### config.mk
export PLATFORM = sky130hd
export DESIGN_NAME = mem_port_arbiter
export DESIGN_NICKNAME = d
export VERILOG_FILES = /design/src/rtl/mips_pkg.sv /design/src/rtl/arb_starve_ctr.sv /design/src/rtl/mem_port_arbiter.sv
export SDC_FILE = /design/constraint.sdc
export NUM_CORES = 1
export LEC_CHECK = 0
export BUFFER_PORTS_ARGS = -buffer_cell sky130_fd_sc_hd__buf_2
export CORE_ASPECT_RATIO = 0.7
export CORE_UTILIZATION = 40
export CTS_BUF_LIST = sky130_fd_sc_hd__clkbuf_16
export DETAILED_ROUTE_END_ITERATION = 10
export GPL_ROUTABILITY_DRIVEN = 0
export GPL_TIMING_DRIVEN = 0
export MAX_ROUTING_LAYER = met4
export PLACE_DENSITY = 0.79
export SLEW_MARGIN = 20
export SYNTH_ARGS = -nofsm -noshare
export SYNTH_HDL_FRONTEND = slang
export SYNTH_SLANG_ARGS = --single-unit
### constraint.sdc
create_clock -name clk -period 3.8 [get_ports clk]
set_clock_uncertainty 0.1 [all_clocks]
set_input_delay 0.57 -clock clk [delete_from_list [all_inputs] [get_ports clk]]
set_output_delay 0.57 -clock clk [all_outputs]
set_load 0.05 [all_outputs]
### src/rtl/mips_pkg.sv
// Shared definitions for the unified-memory port arbiter.
//   ST_*       : arbiter FSM state codes
//   arbState_t : FSM state type built on those codes
//   GRANT_I/D  : owner tag of the access in flight
//   STARVE_W   : width of the fetch-starvation counter (covers STARVE_MAX up to 15)
package mips_pkg;

   localparam logic [1:0] ST_IDLE  = 2'd0;
   localparam logic [1:0] ST_BUS_I = 2'd1;
   localparam logic [1:0] ST_BUS_D = 2'd2;
   localparam logic [1:0] ST_DONE  = 2'd3;

   typedef enum logic [1:0] {
      IDLE  = ST_IDLE,
      BUS_I = ST_BUS_I,
      BUS_D = ST_BUS_D,
      DONE  = ST_DONE
   } arbState_t;

   localparam logic GRANT_I = 1'b0;
   localparam logic GRANT_D = 1'b1;

   localparam int STARVE_W = 4;

endpackage

### src/rtl/arb_starve_ctr.sv
// Saturating count of data grants made while a fetch was waiting.
// Ports:
//   clk, rst_n    : clock, asynchronous active-low reset
//   dataGrant     : a data access is granted this cycle
//   fetchGrant    : a fetch access is granted this cycle (clears the count)
//   fetchPending  : IReqF, sampled with the grant
//   starve_hit    : count has reached STARVE_MAX; fetch must win the next grant
module arb_starve_ctr
   import mips_pkg::*;
#(
   parameter int STARVE_MAX = 4
) (
   input  logic clk,
   input  logic rst_n,
   input  logic dataGrant,
   input  logic fetchGrant,
   input  logic fetchPending,
   output logic starve_hit
);

   localparam logic [STARVE_W-1:0] CNT_MAX = STARVE_W'(STARVE_MAX);

   logic [STARVE_W-1:0] starveCnt;

   always_ff @(posedge clk or negedge rst_n) begin
      if (!rst_n) begin
         starveCnt <= '0;
      end else if (fetchGrant) begin
         starveCnt <= '0;
      end else if (dataGrant && fetchPending && (starveCnt != CNT_MAX)) begin
         starveCnt <= starveCnt + 1'b1;
      end
   end

   assign starve_hit = (starveCnt == CNT_MAX);

endmodule

### src/rtl/mem_port_arbiter.sv
// Arbitrates one single-ported unified memory between the F-stage fetch
// and the M-stage load/store. Data has priority; a starvation counter
// forces a fetch grant after STARVE_MAX data grants taken while fetch waited.
// Each access runs IDLE -> BUS_I/BUS_D -> DONE -> IDLE.
// Ports:
//   clk, rst_n                    : clock, asynchronous active-low reset
//   IReqF, IAddrF                 : fetch request (held until IReadyF) and address
//   IRdataF, IReadyF, IStall      : fetched word, one-cycle completion, fetch stall
//   DReqM, DWeM, DAddrM, DWdataM  : data request (held until DReadyM), store flag, address, store data
//   DRdataM, DReadyM, DStall      : load data, one-cycle completion, data stall
//   MemReq, MemWe, MemAddr, MemWdata, MemRdata, MemAck : memory handshake
//   MemErr                        : sticky ack-timeout flag (MEM_TIMEOUT_EN builds only)
// Build option: define MEM_TIMEOUT_EN to add the TIMEOUT-cycle ack watchdog
// and the MemErr port; without it a BUS state waits for MemAck indefinitely.
module mem_port_arbiter
   import mips_pkg::*;
#(
   parameter int AW         = 32,
   parameter int DW         = 32,
   parameter int STARVE_MAX = 4,
   parameter int TIMEOUT    = 64
) (
   input  logic          clk,
   input  logic          rst_n,
   input  logic          IReqF,
   input  logic [AW-1:0] IAddrF,
   output logic [DW-1:0] IRdataF,
   output logic          IReadyF,
   output logic          IStall,
   input  logic          DReqM,
   input  logic          DWeM,
   input  logic [AW-1:0] DAddrM,
   input  logic [DW-1:0] DWdataM,
   output logic [DW-1:0] DRdataM,
   output logic          DReadyM,
   output logic          DStall,
   output logic          MemReq,
   output logic          MemWe,
   output logic [AW-1:0] MemAddr,
   output logic [DW-1:0] MemWdata,
   input  logic [DW-1:0] MemRdata,
   input  logic          MemAck
`ifdef MEM_TIMEOUT_EN
   ,
   output logic          MemErr
`endif
);

   arbState_t     state, stateNext;
   logic          grantSel;
   logic          winI, winD;
   logic          starveHit;
   logic          busy, finish, wdExpire;
   logic [DW-1:0] captureData;

   assign busy = (state == BUS_I) || (state == BUS_D);

   arb_starve_ctr #(
      .STARVE_MAX(STARVE_MAX)
   ) uStarve (
      .clk         (clk),
      .rst_n       (rst_n),
      .dataGrant   (winD),
      .fetchGrant  (winI),
      .fetchPending(IReqF),
      .starve_hit  (starveHit)
   );

`ifdef MEM_TIMEOUT_EN
   localparam logic [7:0] WD_LAST = 8'(TIMEOUT - 1);

   logic [7:0] wdCnt;
   logic       memErrQ;

   // An ack arriving in the last allowed cycle still wins over the timeout.
   assign wdExpire = busy && !MemAck && (wdCnt == WD_LAST);

   always_ff @(posedge clk or negedge rst_n) begin
      if (!rst_n) begin
         wdCnt   <= '0;
         memErrQ <= 1'b0;
      end else begin
         wdCnt <= busy ? (wdCnt + 8'd1) : 8'd0;
         if (wdExpire) begin
            memErrQ <= 1'b1;
         end
      end
   end

   assign MemErr = memErrQ;
`else
   logic unusedTimeout;
   assign unusedTimeout = ^TIMEOUT;
   assign wdExpire      = 1'b0;
`endif

   assign finish      = busy && (MemAck || wdExpire);
   assign captureData = wdExpire ? '0 : MemRdata;

   // Requests are only looked at in IDLE, so the requester's update after
   // its Ready pulse (in DONE) can never cause a second grant.
   always_comb begin
      stateNext = state;
      winI      = 1'b0;
      winD      = 1'b0;
      case (state)
         IDLE: begin
            if (DReqM && !(IReqF && starveHit)) begin
               winD      = 1'b1;
               stateNext = BUS_D;
            end else if (IReqF) begin
               winI      = 1'b1;
               stateNext = BUS_I;
            end
         end
         BUS_I, BUS_D: begin
            if (finish) begin
               stateNext = DONE;
            end
         end
         DONE:    stateNext = IDLE;
         default: stateNext = IDLE;
      endcase
   end

   always_ff @(posedge clk or negedge rst_n) begin
      if (!rst_n) begin
         state <= IDLE;
      end else begin
         state <= stateNext;
      end
   end

   always_ff @(posedge clk or negedge rst_n) begin
      if (!rst_n) begin
         grantSel <= GRANT_I;
         MemAddr  <= '0;
         MemWe    <= 1'b0;
         MemWdata <= '0;
         IRdataF  <= '0;
         DRdataM  <= '0;
      end else begin
         if (winD) begin
            grantSel <= GRANT_D;
            MemAddr  <= DAddrM;
            MemWe    <= DWeM;
            MemWdata <= DWdataM;
         end else if (winI) begin
            grantSel <= GRANT_I;
            MemAddr  <= IAddrF;
            MemWe    <= 1'b0;
         end
         if (finish) begin
            if (grantSel == GRANT_D) begin
               DRdataM <= captureData;
            end else begin
               IRdataF <= captureData;
            end
         end
      end
   end

   // Decoded from state so an asserted reset clears them without a clock edge.
   assign MemReq  = busy;
   assign IReadyF = (state == DONE) && (grantSel == GRANT_I);
   assign DReadyM = (state == DONE) && (grantSel == GRANT_D);
   assign IStall  = IReqF && !IReadyF;
   assign DStall  = DReqM && !DReadyM;

endmodule
==> results.json, run 1 <==
{
  "ctsRootBufferMaster": "sky130_fd_sc_hd__clkbuf_16",
  "fin_crit_sh_pct": 58.1,
  "grt_first_pass_wirelength_um": 22200,
  "vias": 4470,
  "arrival_ns": 1.54,
  "iter_0_drt_violations": 151,
  "dieHeight_um": 103,
  "crit_required_ns": 3.13,
  "synth_cell_types": 36,
  "tritoncts_num_sinks": 136,
  "cts_resized": 0,
  "met2_wirelength_um": 6780,
  "clock_latency_ns": 0.40,
  "max_cap_viol_count": 0,
  "achievable-frequency_mhz": 453,
  "place.detailed.instances": 902,
  "final.min_clock_period_ns": 2.21,
  "die_area_sq_mm": 0.0150,
  "timing.critical_path.from_type": "flop",
  "final_max_slew_viol_count": 0,
  "route.detailed.drc": 0,
  "area_contributors_post_synth": "sky130_fd_sc_hd__dfrtp_1 59%, sky130_fd_sc_hd__mux2_2 15%, sky130_fd_sc_hd__o211ai_1 8.3%",
  "layout_commonest_cell": "sky130_fd_sc_hd__buf_2",
  "vias_per_cell": 4.78,
  "synthesis.area_per_instance_sq_um": 13.0,
  "initial_utilization_pct": 41.4,
  "wl_met1_um": 6510,
  "n_fill_cell": 1171,
  "synth-seq-cells": 136,
  "crit_fanout": 7,
  "setup_viol_count_final": 0,
  "track_usage_pct": 19.7,
  "min_delay_worst_type": "in -> reg",
  "first_global_vias": 4372,
  "std_cell_rows": 36,
  "portion_of_the_post_synthesis_area_used_by_sequential_elements_pct": 58.7,
  "synth_nets": 583,
  "tritoncts": "built",
  "clock_tree.buffer_depth": 2,
  "post_cts.repair.setup_buffers": 0,
  "slew_worst_pin_ns": 0.534,
  "drt-total-wl_um": 14200,
  "final_hold_viol_count": 0,
  "worstSetupEndpointType": "output pin",
  "criticalPathCategory": "reg -> out",
  "cell_count_after_synthesis": 445,
  "drive_gt1_share_pct": 56.6,
  "antenna_found_initial": 0,
  "fin_nets": 870,
  "floorplan.die.width_um": 146,
  "portBuffers": 266,
  "wl_per_cell_um": 15.2,
  "ys_warn_count": 0,
  "relSlewSlack_pct": 64.1,
  "layout.cell_area.non_filler_sq_mm": 0.00803,
  "tritoncts.num_buffers": 17,
  "half_perimeter_wire_length_after_placement_um": 10500,
  "pin_count_of_the_biggest_net_entering_global_routing": 84,
  "netlist.top_cell.by_area": "sky130_fd_sc_hd__dfrtp_1",
  "layoutNonFillerInstCount": 935,
  "drtPass1Iterations": 4,
  "layout-area-overhead-vs-synth_pct": 38.6,
  "clk_pin_slew_worst_paths_ns": 0.06,
  "topRoutingLayerUsed": "met4",
  "grt_overflow_total": 0,
  "antenna_cells": 0,
  "outcome": "complete, no violations",
  "most-common-layout-cells": "286 x sky130_fd_sc_hd__buf_2, 136 x sky130_fd_sc_hd__dfrtp_1, 79 x sky130_fd_sc_hd__mux2_2",
  "setup_tns_ns": 0,
  "postPlaceCellArea_sq_mm": 0.00740,
  "cts_max_level": 4,
  "holdBufCountCts": 1,
  "syn-cell-area_sq_mm": 0.00579,
  "route.antenna.remaining_nets": 0,
  "fp.coreArea_sq_mm": 0.0140,
  "ioPinCount": 268,
  "met3_length_um": 795,
  "rsz0062_at_grt": "false",
  "post-synth-top-area-fraction_pct": 58.7
}
==> synth_stat cells <==
cell type                   number
sky130_fd_sc_hd__o21a_1          1
sky130_fd_sc_hd__o21ai_0         5
sky130_fd_sc_hd__a21oi_1         3
sky130_fd_sc_hd__ha_1            4
sky130_fd_sc_hd__a21o_1          1
sky130_fd_sc_hd__nand2_1        37
sky130_fd_sc_hd__a32oi_1         1
sky130_fd_sc_hd__mux2i_1         1
sky130_fd_sc_hd__a21boi_0        1
sky130_fd_sc_hd__nor2b_1         2
sky130_fd_sc_hd__nand3_1         5
sky130_fd_sc_hd__nand4b_4        1
sky130_fd_sc_hd__a2bb2oi_1       1
sky130_fd_sc_hd__and4b_1         1
sky130_fd_sc_hd__or4_1           1
sky130_fd_sc_hd__buf_2          21
sky130_fd_sc_hd__inv_1          42
sky130_fd_sc_hd__mux2_4         17
sky130_fd_sc_hd__o21ai_1         1
sky130_fd_sc_hd__a31oi_1         1
sky130_fd_sc_hd__o22ai_1         1
sky130_fd_sc_hd__dfrtp_1       136
sky130_fd_sc_hd__mux2_2         79
sky130_fd_sc_hd__buf_1           2
sky130_fd_sc_hd__nand3b_1        1
sky130_fd_sc_hd__and2_1          1
sky130_fd_sc_hd__buf_4           2
sky130_fd_sc_hd__nand2b_1        2
sky130_fd_sc_hd__o211ai_1       64
sky130_fd_sc_hd__a22o_1          1
sky130_fd_sc_hd__a22oi_1         1
sky130_fd_sc_hd__buf_6           3
sky130_fd_sc_hd__nor2_1          2
sky130_fd_sc_hd__clkbuf_1        1
sky130_fd_sc_hd__nand4_1         1
sky130_fd_sc_hd__nand3_2         1
==> kinds of logic (layout without fill, tap and decap cells) <==
logic type,Yosys count,after routing,synth area share [%]
mux,97,97,19.9
flops,136,136,58.7
fa+ha+maj,4,4,0.864
simple gates,55,55,4.62
buf+inv,71,371,5.57
compound gates,82,82,10.3
==> critical path, stage by stage (launching register included) <==
cell	delay [ns]
sky130_fd_sc_hd__dfrtp_1	0.37
sky130_fd_sc_hd__inv_1	0.08
sky130_fd_sc_hd__ha_1	0.38
sky130_fd_sc_hd__buf_2	0.31
==> metal layers <==
metal,global-route usage (%),up-vias
met5,-,-
met4,5.51,0
met3,4.56,10
met2,31.2,155
met1,25.6,2156
li1,-,2149
==> through the flow <==
stage	setup slack (ns)	util [%]	hold WS, ns
4_1_cts	1.58	57.3	0.276
3_5_place_dp	1.78	52.8	0.387
6_report	1.59	57.3	0.295
3_3_place_gp	0.224	52.6	0.362
5_1_grt	1.49	57.3	0.275
2_1_floorplan	1.43	-	0.174
==> cell type report <==
cell class	instances	area (sq um)	share of cell area, %
flip-flops and latches	136	3400	42.4
multi-input cells	238	2070	25.8
repair buffers	268	1380	17.2
clock buffers	17	425	5.30
well taps	190	238	2.96
clock inverters	15	191	2.39
plain buffers	29	165	2.06
inverters	42	158	1.96
==> sequential cells by signal, summed over array words and instances, names as in the netlist <==
name	cells
uStarve.starveCnt	4
IRdataF	32
grantSel	1
MemWe	1
state	2
MemAddr	32
DRdataM	32
MemWdata	32
==> worst paths after layout <==
check | start | end | slack (ns) | cells past startpoint
setup / recovery | state[0]$_DFFE_PN0P_ | MemReq | 1.59 | 3
hold / removal | DWdataM[11] | MemWdata[11]$_DFFE_PN0N_ | 0.30 | 2
setup reg to reg | uStarve.starveCnt[0]$_DFFE_PN0P_ | MemWdata[20]$_DFFE_PN0N_ | 1.83 | 7
hold reg to reg | IRdataF[27]$_DFFE_PN0P_ | IRdataF[27]$_DFFE_PN0P_ | 0.40 | 1
max in group asynchronous | rst_n | MemWdata[11]$_DFFE_PN0N_ | 2.28 | 3
min in group asynchronous | rst_n | DRdataM[13]$_DFFE_PN0P_ | 0.56 | 2
Power of run 1 is left out: the tool's default activity adds up to more than one toggle a clock period on the data nets, which glitch-free logic cannot reach.
==> run 2, diff against run 1 <==
clock period = 2.1 ns   (was 3.8 ns; I/O delays follow)
==> run 2 against run 1 <==
Net effect: first-iteration DRC count is 9.9% higher; global-route usage hardly changed; count of clock-buffer cells in the layout stayed put; via count is 1.5% higher; final cell count stayed put; sequential share of layout area is 0.25 points higher; critical endpoint is now IRdataF[3]$_DFFE_PN0P_.
==> results.json, run 2 (same netlist as run 1, synthesis figures left out) <==
{
  "outcome": "complete, no violations",
  "grt_overflow_total": 0,
  "drt-total-wl_um": 14300,
  "fp.coreArea_sq_mm": 0.0140,
  "antenna_cells": 0,
  "criticalPathCategory": "reg -> reg",
  "track_usage_pct": 19.7,
  "iter_0_drt_violations": 166,
  "crit_required_ns": 2.28,
  "layout-area-overhead-vs-synth_pct": 37.7,
  "final.min_clock_period_ns": 1.99,
  "half_perimeter_wire_length_after_placement_um": 10600,
  "cts_max_level": 4,
  "setup_viol_count_final": 0,
  "route.antenna.remaining_nets": 0,
  "clock_tree.buffer_depth": 2,
  "layoutNonFillerInstCount": 935,
  "worstSetupEndpointType": "flop",
  "min_delay_worst_type": "in -> reg",
  "arrival_ns": 2.17,
  "max_cap_viol_count": 0,
  "fin_crit_sh_pct": 94.9,
  "crit_fanout": 10,
  "ctsRootBufferMaster": "sky130_fd_sc_hd__clkbuf_16",
  "dieHeight_um": 103,
  "slowest_stage": "sky130_fd_sc_hd__mux2_2",
  "tritoncts": "built",
  "achievable-frequency_mhz": 502,
  "clk_pin_slew_worst_paths_ns": 0.06,
  "initial_utilization_pct": 41.4,
  "wl_per_cell_um": 15.3,
  "antenna_found_initial": 0,
  "timing.critical_path.cells": "inv_1, ha_1, nand3_1, buf_2, mux2_2",
  "worst_path_largest_cell_delay_ns": 0.39,
  "detailedPlace.worstSlack_ns": 0.126,
  "fin_nets": 870,
  "route.detailed.drc": 0,
  "n_fill_cell": 1172,
  "layout_commonest_cell": "sky130_fd_sc_hd__buf_2",
  "tritoncts_num_sinks": 136,
  "drtPass1Iterations": 5,
  "most-common-layout-cells": "286 x sky130_fd_sc_hd__buf_2, 136 x sky130_fd_sc_hd__dfrtp_1, 79 x sky130_fd_sc_hd__mux2_2",
  "first_global_vias": 4531,
  "vias_per_cell": 4.85,
  "rsz0062_at_grt": "false",
  "postPlaceCellArea_sq_mm": 0.00740,
  "drive_gt1_share_pct": 57.2,
  "ioPinCount": 268,
  "sequential_cell_area_sq_mm": 0.00340,
  "tritoncts.num_buffers": 17,
  "clock_latency_ns": 0.40,
  "hold_path_depth": 2,
  "grt_first_pass_wirelength_um": 22600,
  "pin_count_of_the_biggest_net_entering_global_routing": 77,
  "multi_input_area_sq_mm": 0.00207,
  "portBuffers": 266,
  "final.setup.worst_slack_ns": 0.107,
  "floorplan.die.width_um": 146,
  "place.detailed.instances": 902,
  "relSlewSlack_pct": 70.0,
  "die_area_sq_mm": 0.0150,
  "slew_worst_pin_ns": 0.446,
  "timing.reg2reg.worst_path_depth": 5,
  "timing.critical_path.from_type": "flop",
  "std_cell_rows": 36,
  "final_max_slew_viol_count": 0,
  "vias": 4538,
  "final_hold_viol_count": 0,
  "layout.cell_area.non_filler_sq_mm": 0.00798
}
-- run 2: cell count changes in the layout (fill, tap and decap cells not counted), sizes merged --
cell    before  now
clkbuf      18   19
bufinv       3    0
buf        295  294
clkinv       0    6
inv         51   48
-- run 2: area by class of cell --
cell class                      instances  area share, %
Inverter                               42           1.98
Multi-Input combinational cell        238           25.9
Clock inverter                         15           1.74
Clock buffer                           17           5.33
Tap cell                              190           2.98
Timing Repair Buffer                  268           17.3
Sequential cell                       136           42.7
Buffer                                 29           2.10
-- run 2: through the flow --
stage | utilization, % | setup TNS (ns) | hold slack (ns)
after floorplan | - | 0 | -0.0806
after global placement | 52.6 | -174.29 | 0.362
after detailed placement | 52.8 | 0 | 0.183
after CTS | 56.9 | 0 | 0.0232
after global routing | 57.0 | 0 | 0.0287
final | 57.0 | 0 | 0.0441
-- run 2: repair_timing --
action	4_1_cts	5_1_grt
setup buffers	0	0
endpoints found under the hold margin	60	0
endpoints found under the setup margin	0	10
resized for setup	0	3
hold buffers	1	0
-- run 2: path summary, 6_finish.rpt --
check / startpoint / end / slack, ns
min in group asynchronous: rst_n / DRdataM[17]$_DFFE_PN0P_ / 0.33
worst min-delay path: DWdataM[8] / MemWdata[8]$_DFFE_PN0N_ / 0.04
worst max register to register: state[0]$_DFFE_PN0P_ / IRdataF[3]$_DFFE_PN0P_ / 0.11
worst max-delay path: state[0]$_DFFE_PN0P_ / IRdataF[3]$_DFFE_PN0P_ / 0.11
max in group asynchronous: rst_n / MemAddr[8]$_DFFE_PN0P_ / 0.84
worst min register to register: MemWe$_DFFE_PN0P_ / MemWe$_DFFE_PN0P_ / 0.38
-- run 2: metal layers --
layer | wire, um | share of wire (%) | track usage [%]
met1 | 6610 | 46 | 26.0
met4 | 159 | 1.1 | 6.15
met5 | 0 | 0 | -
met2 | 6770 | 47 | 31.3
met3 | 731 | 5.1 | 3.58
-- run 2: critical path: cells and delay by family (launching register included) --
kind	cells	cell delay, ns
flops	1	0.37
fa+ha+maj	1	0.38
buf+inv	2	0.41
simple gates	1	0.23
mux	1	0.39
Power of run 2 is left out for the same reason.
==> run 3, diff against run 2 <==
CORE_MARGIN = 2   (was not set)
SYNTH_HIERARCHICAL = 1   (was not set)
clock period = 2.5 ns   (was 2.1 ns; I/O delays follow)
==> run 3 against run 2 <==
Net effect: register-to-register slack gained 0.03 ns; non-clock buffer count increased by 11; utilization is 0.14 points higher; maximum frequency is 16% lower; critical path type unchanged; critical endpoint is now uStarve/starveCnt[3]$_DFFE_PN0P_.
==> results.json, run 3 <==
{
  "outcome": "complete, no violations",
  "floorplan.die.width_um": 148,
  "cp-startpoint": "uStarve/starveCnt[0]$_DFFE_PN0P_",
  "rsz0062_at_grt": "false",
  "portBuffers": 267,
  "first_global_vias": 4924,
  "wl_per_cell_um": 16.8,
  "final_hold_viol_count": 0,
  "cell_count_after_synthesis": 449,
  "setup_viol_count_final": 0,
  "async_reset_ff_share_pct": 100,
  "cts_max_level": 4,
  "relSlewSlack_pct": 66.1,
  "area_contributors_post_synth": "sky130_fd_sc_hd__dfrtp_1 58%, sky130_fd_sc_hd__mux2_2 13%, sky130_fd_sc_hd__o2111ai_1 4.8%",
  "synth.most_common_cell": "sky130_fd_sc_hd__dfrtp_1",
  "synth-seq-cells": 136,
  "syn-cell-area_sq_mm": 0.00583,
  "drtPass1Iterations": 5,
  "layoutNonFillerInstCount": 943,
  "setup_tns_ns": 0,
  "drive_gt1_share_pct": 54.1,
  "clock_latency_ns": 0.40,
  "fin_nets": 877,
  "ys_warn_count": 6,
  "post-synth-top-area-fraction_pct": 58.4,
  "arrival_ns": 2.59,
  "drt-total-wl_um": 15800,
  "tritoncts_num_sinks": 136,
  "crit_fanout": 12,
  "layout_commonest_cell": "sky130_fd_sc_hd__buf_2",
  "edff_count_synth": 0,
  "vias": 4893,
  "synthesis.area_per_instance_sq_um": 13.0,
  "ctsRootBufferMaster": "sky130_fd_sc_hd__clkbuf_16",
  "n_fill_cell": 1203,
  "timing.critical_path.from_type": "flop",
  "ioPinCount": 268,
  "half_perimeter_wire_length_after_placement_um": 11800,
  "crit_required_ns": 2.73,
  "synth_cell_types": 38,
  "final.min_clock_period_ns": 2.36,
  "clk_pin_slew_worst_paths_ns": 0.07,
  "worstSetupEndpointType": "flop",
  "route.antenna.remaining_nets": 0,
  "synth_top_cells_by_count": "136 x sky130_fd_sc_hd__dfrtp_1, 68 x sky130_fd_sc_hd__mux2_2, 40 x sky130_fd_sc_hd__nor2_1",
  "place.detailed.instances": 907,
  "fp.coreArea_sq_mm": 0.0141,
  "vias_per_cell": 5.19,
  "grt_first_pass_wirelength_um": 25300,
  "iter_0_drt_violations": 314,
  "route.detailed.drc": 0,
  "antenna_found_initial": 0,
  "tritoncts": "built",
  "achievable-frequency_mhz": 423,
  "final_max_slew_viol_count": 0,
  "layout-area-overhead-vs-synth_pct": 37.7,
  "slew_worst_pin_ns": 0.509,
  "regToRegStartpoint": "uStarve/starveCnt[0]$_DFFE_PN0P_",
  "pin_count_of_the_biggest_net_entering_global_routing": 89,
  "synth_nets": 587,
  "tritoncts.num_buffers": 17,
  "track_usage_pct": 21.1,
  "portion_of_the_post_synthesis_area_used_by_sequential_elements_pct": 58.4,
  "postSynth.topFlopCell": "sky130_fd_sc_hd__dfrtp_1",
  "grt_overflow_total": 0,
  "most-common-layout-cells": "282 x sky130_fd_sc_hd__buf_2, 136 x sky130_fd_sc_hd__dfrtp_1, 68 x sky130_fd_sc_hd__mux2_2",
  "finish.utilization_pct": 57.1,
  "std_cell_rows": 36,
  "clock_tree.buffer_depth": 2,
  "max_cap_viol_count": 0,
  "fin_crit_sh_pct": 94.5,
  "netlist.top_cell.by_area": "sky130_fd_sc_hd__dfrtp_1",
  "criticalPathCategory": "reg -> reg",
  "holdWs_ns": 0.0939,
  "min_delay_worst_type": "in -> reg",
  "die_area_sq_mm": 0.0156,
  "initial_utilization_pct": 41.5,
  "dieHeight_um": 105,
  "launch_point_of_the_worst_hold_path": "MemRdata[5]"
}
-- run 3: cell types whose count changed in the layout (fill, tap and decap cells not counted), sizes merged, moves of 3 or more --
cell / before / now
buf: 294 / 291
inv: 48 / 14
a31oi: 1 / 33
clkbuf: 19 / 33
o21ai: 6 / 34
o211ai: 64 / 0
o2111ai: 0 / 32
nor2: 2 / 41
nand2: 37 / 4
nand3: 6 / 2
-- run 3: per-stage QoR --
| stage | setup slack (ns) | cell area, sq um |
|---|---|---|
| after floorplan | 0.325 | 5830 |
| after global placement | -0.925 | 7400 |
| after detailed placement | 0.0359 | 7440 |
| after CTS | 0.0133 | 8010 |
| after global routing | 0.0221 | 8020 |
| final | 0.137 | 8020 |
-- run 3: layer usage --
layer	global-route usage [%]	share of wire [%]	vias to the layer above
li1	-	-	2258
met1	28.6	45	2397
met2	31.8	47	224
met3	5.11	6.8	14
met4	5.85	1.0	0
met5	-	0	-
-- run 3: kinds of logic after synthesis --
kind of cell,synth area share [%]
AO/OA/AOI/OAI,12.5
adder cells (fa/ha/maj),0.859
buffers and inverters,3.78
flip-flops,58.4
multiplexers,19.8
AND/OR/NAND/NOR,4.68
-- run 3: worst paths after layout --
| path | slack [ns] | to | depth (start not counted) |
|---|---|---|---|
| min reg2reg | 0.39 | DRdataM[18]$_DFFE_PN0P_ | 1 |
| min in group asynchronous | 0.35 | DRdataM[24]$_DFFE_PN0P_ | 2 |
| max reg2reg | 0.14 | uStarve/starveCnt[3]$_DFFE_PN0P_ | 10 |
| max | 0.14 | uStarve/starveCnt[3]$_DFFE_PN0P_ | 10 |
| max in group asynchronous | 1.19 | state[1]$_DFFE_PN0P_ | 3 |
| min | 0.09 | DRdataM[5]$_DFFE_PN0P_ | 2 |
-- run 3: layout make-up --
cell class	instances	area, sq um	area share (%)
diodes	1	2.50	0.0312
flip-flops and latches	136	3400	42.4
well taps	190	238	2.96
clock buffers	17	425	5.30
inverters	6	22.5	0.281
plain buffers	37	198	2.46
multi-input cells	270	2200	27.5
clock inverters	15	131	1.64
repair buffers	271	1400	17.4
-- run 3: critical path, cell delays in order (launching register included) --
cell                      delay [ns]
sky130_fd_sc_hd__dfrtp_1        0.39
sky130_fd_sc_hd__inv_1          0.07
sky130_fd_sc_hd__ha_1           0.20
sky130_fd_sc_hd__and3b_1        0.21
sky130_fd_sc_hd__and2_4         0.18
sky130_fd_sc_hd__nor2_2         0.14
sky130_fd_sc_hd__buf_6          0.12
sky130_fd_sc_hd__buf_6          0.16
sky130_fd_sc_hd__nand2_1        0.10
sky130_fd_sc_hd__or4_1          0.48
sky130_fd_sc_hd__a21oi_1        0.13
-- run 3: what timing repair did --
item | CTS | global route
setup buffers | 0 | 2
endpoints found under the setup margin | 0 | 2
endpoints found under the hold margin | 48 | 0
gates resized for setup | 0 | 0
hold buffers | 1 | 0
Power of run 3 is left out for the same reason.
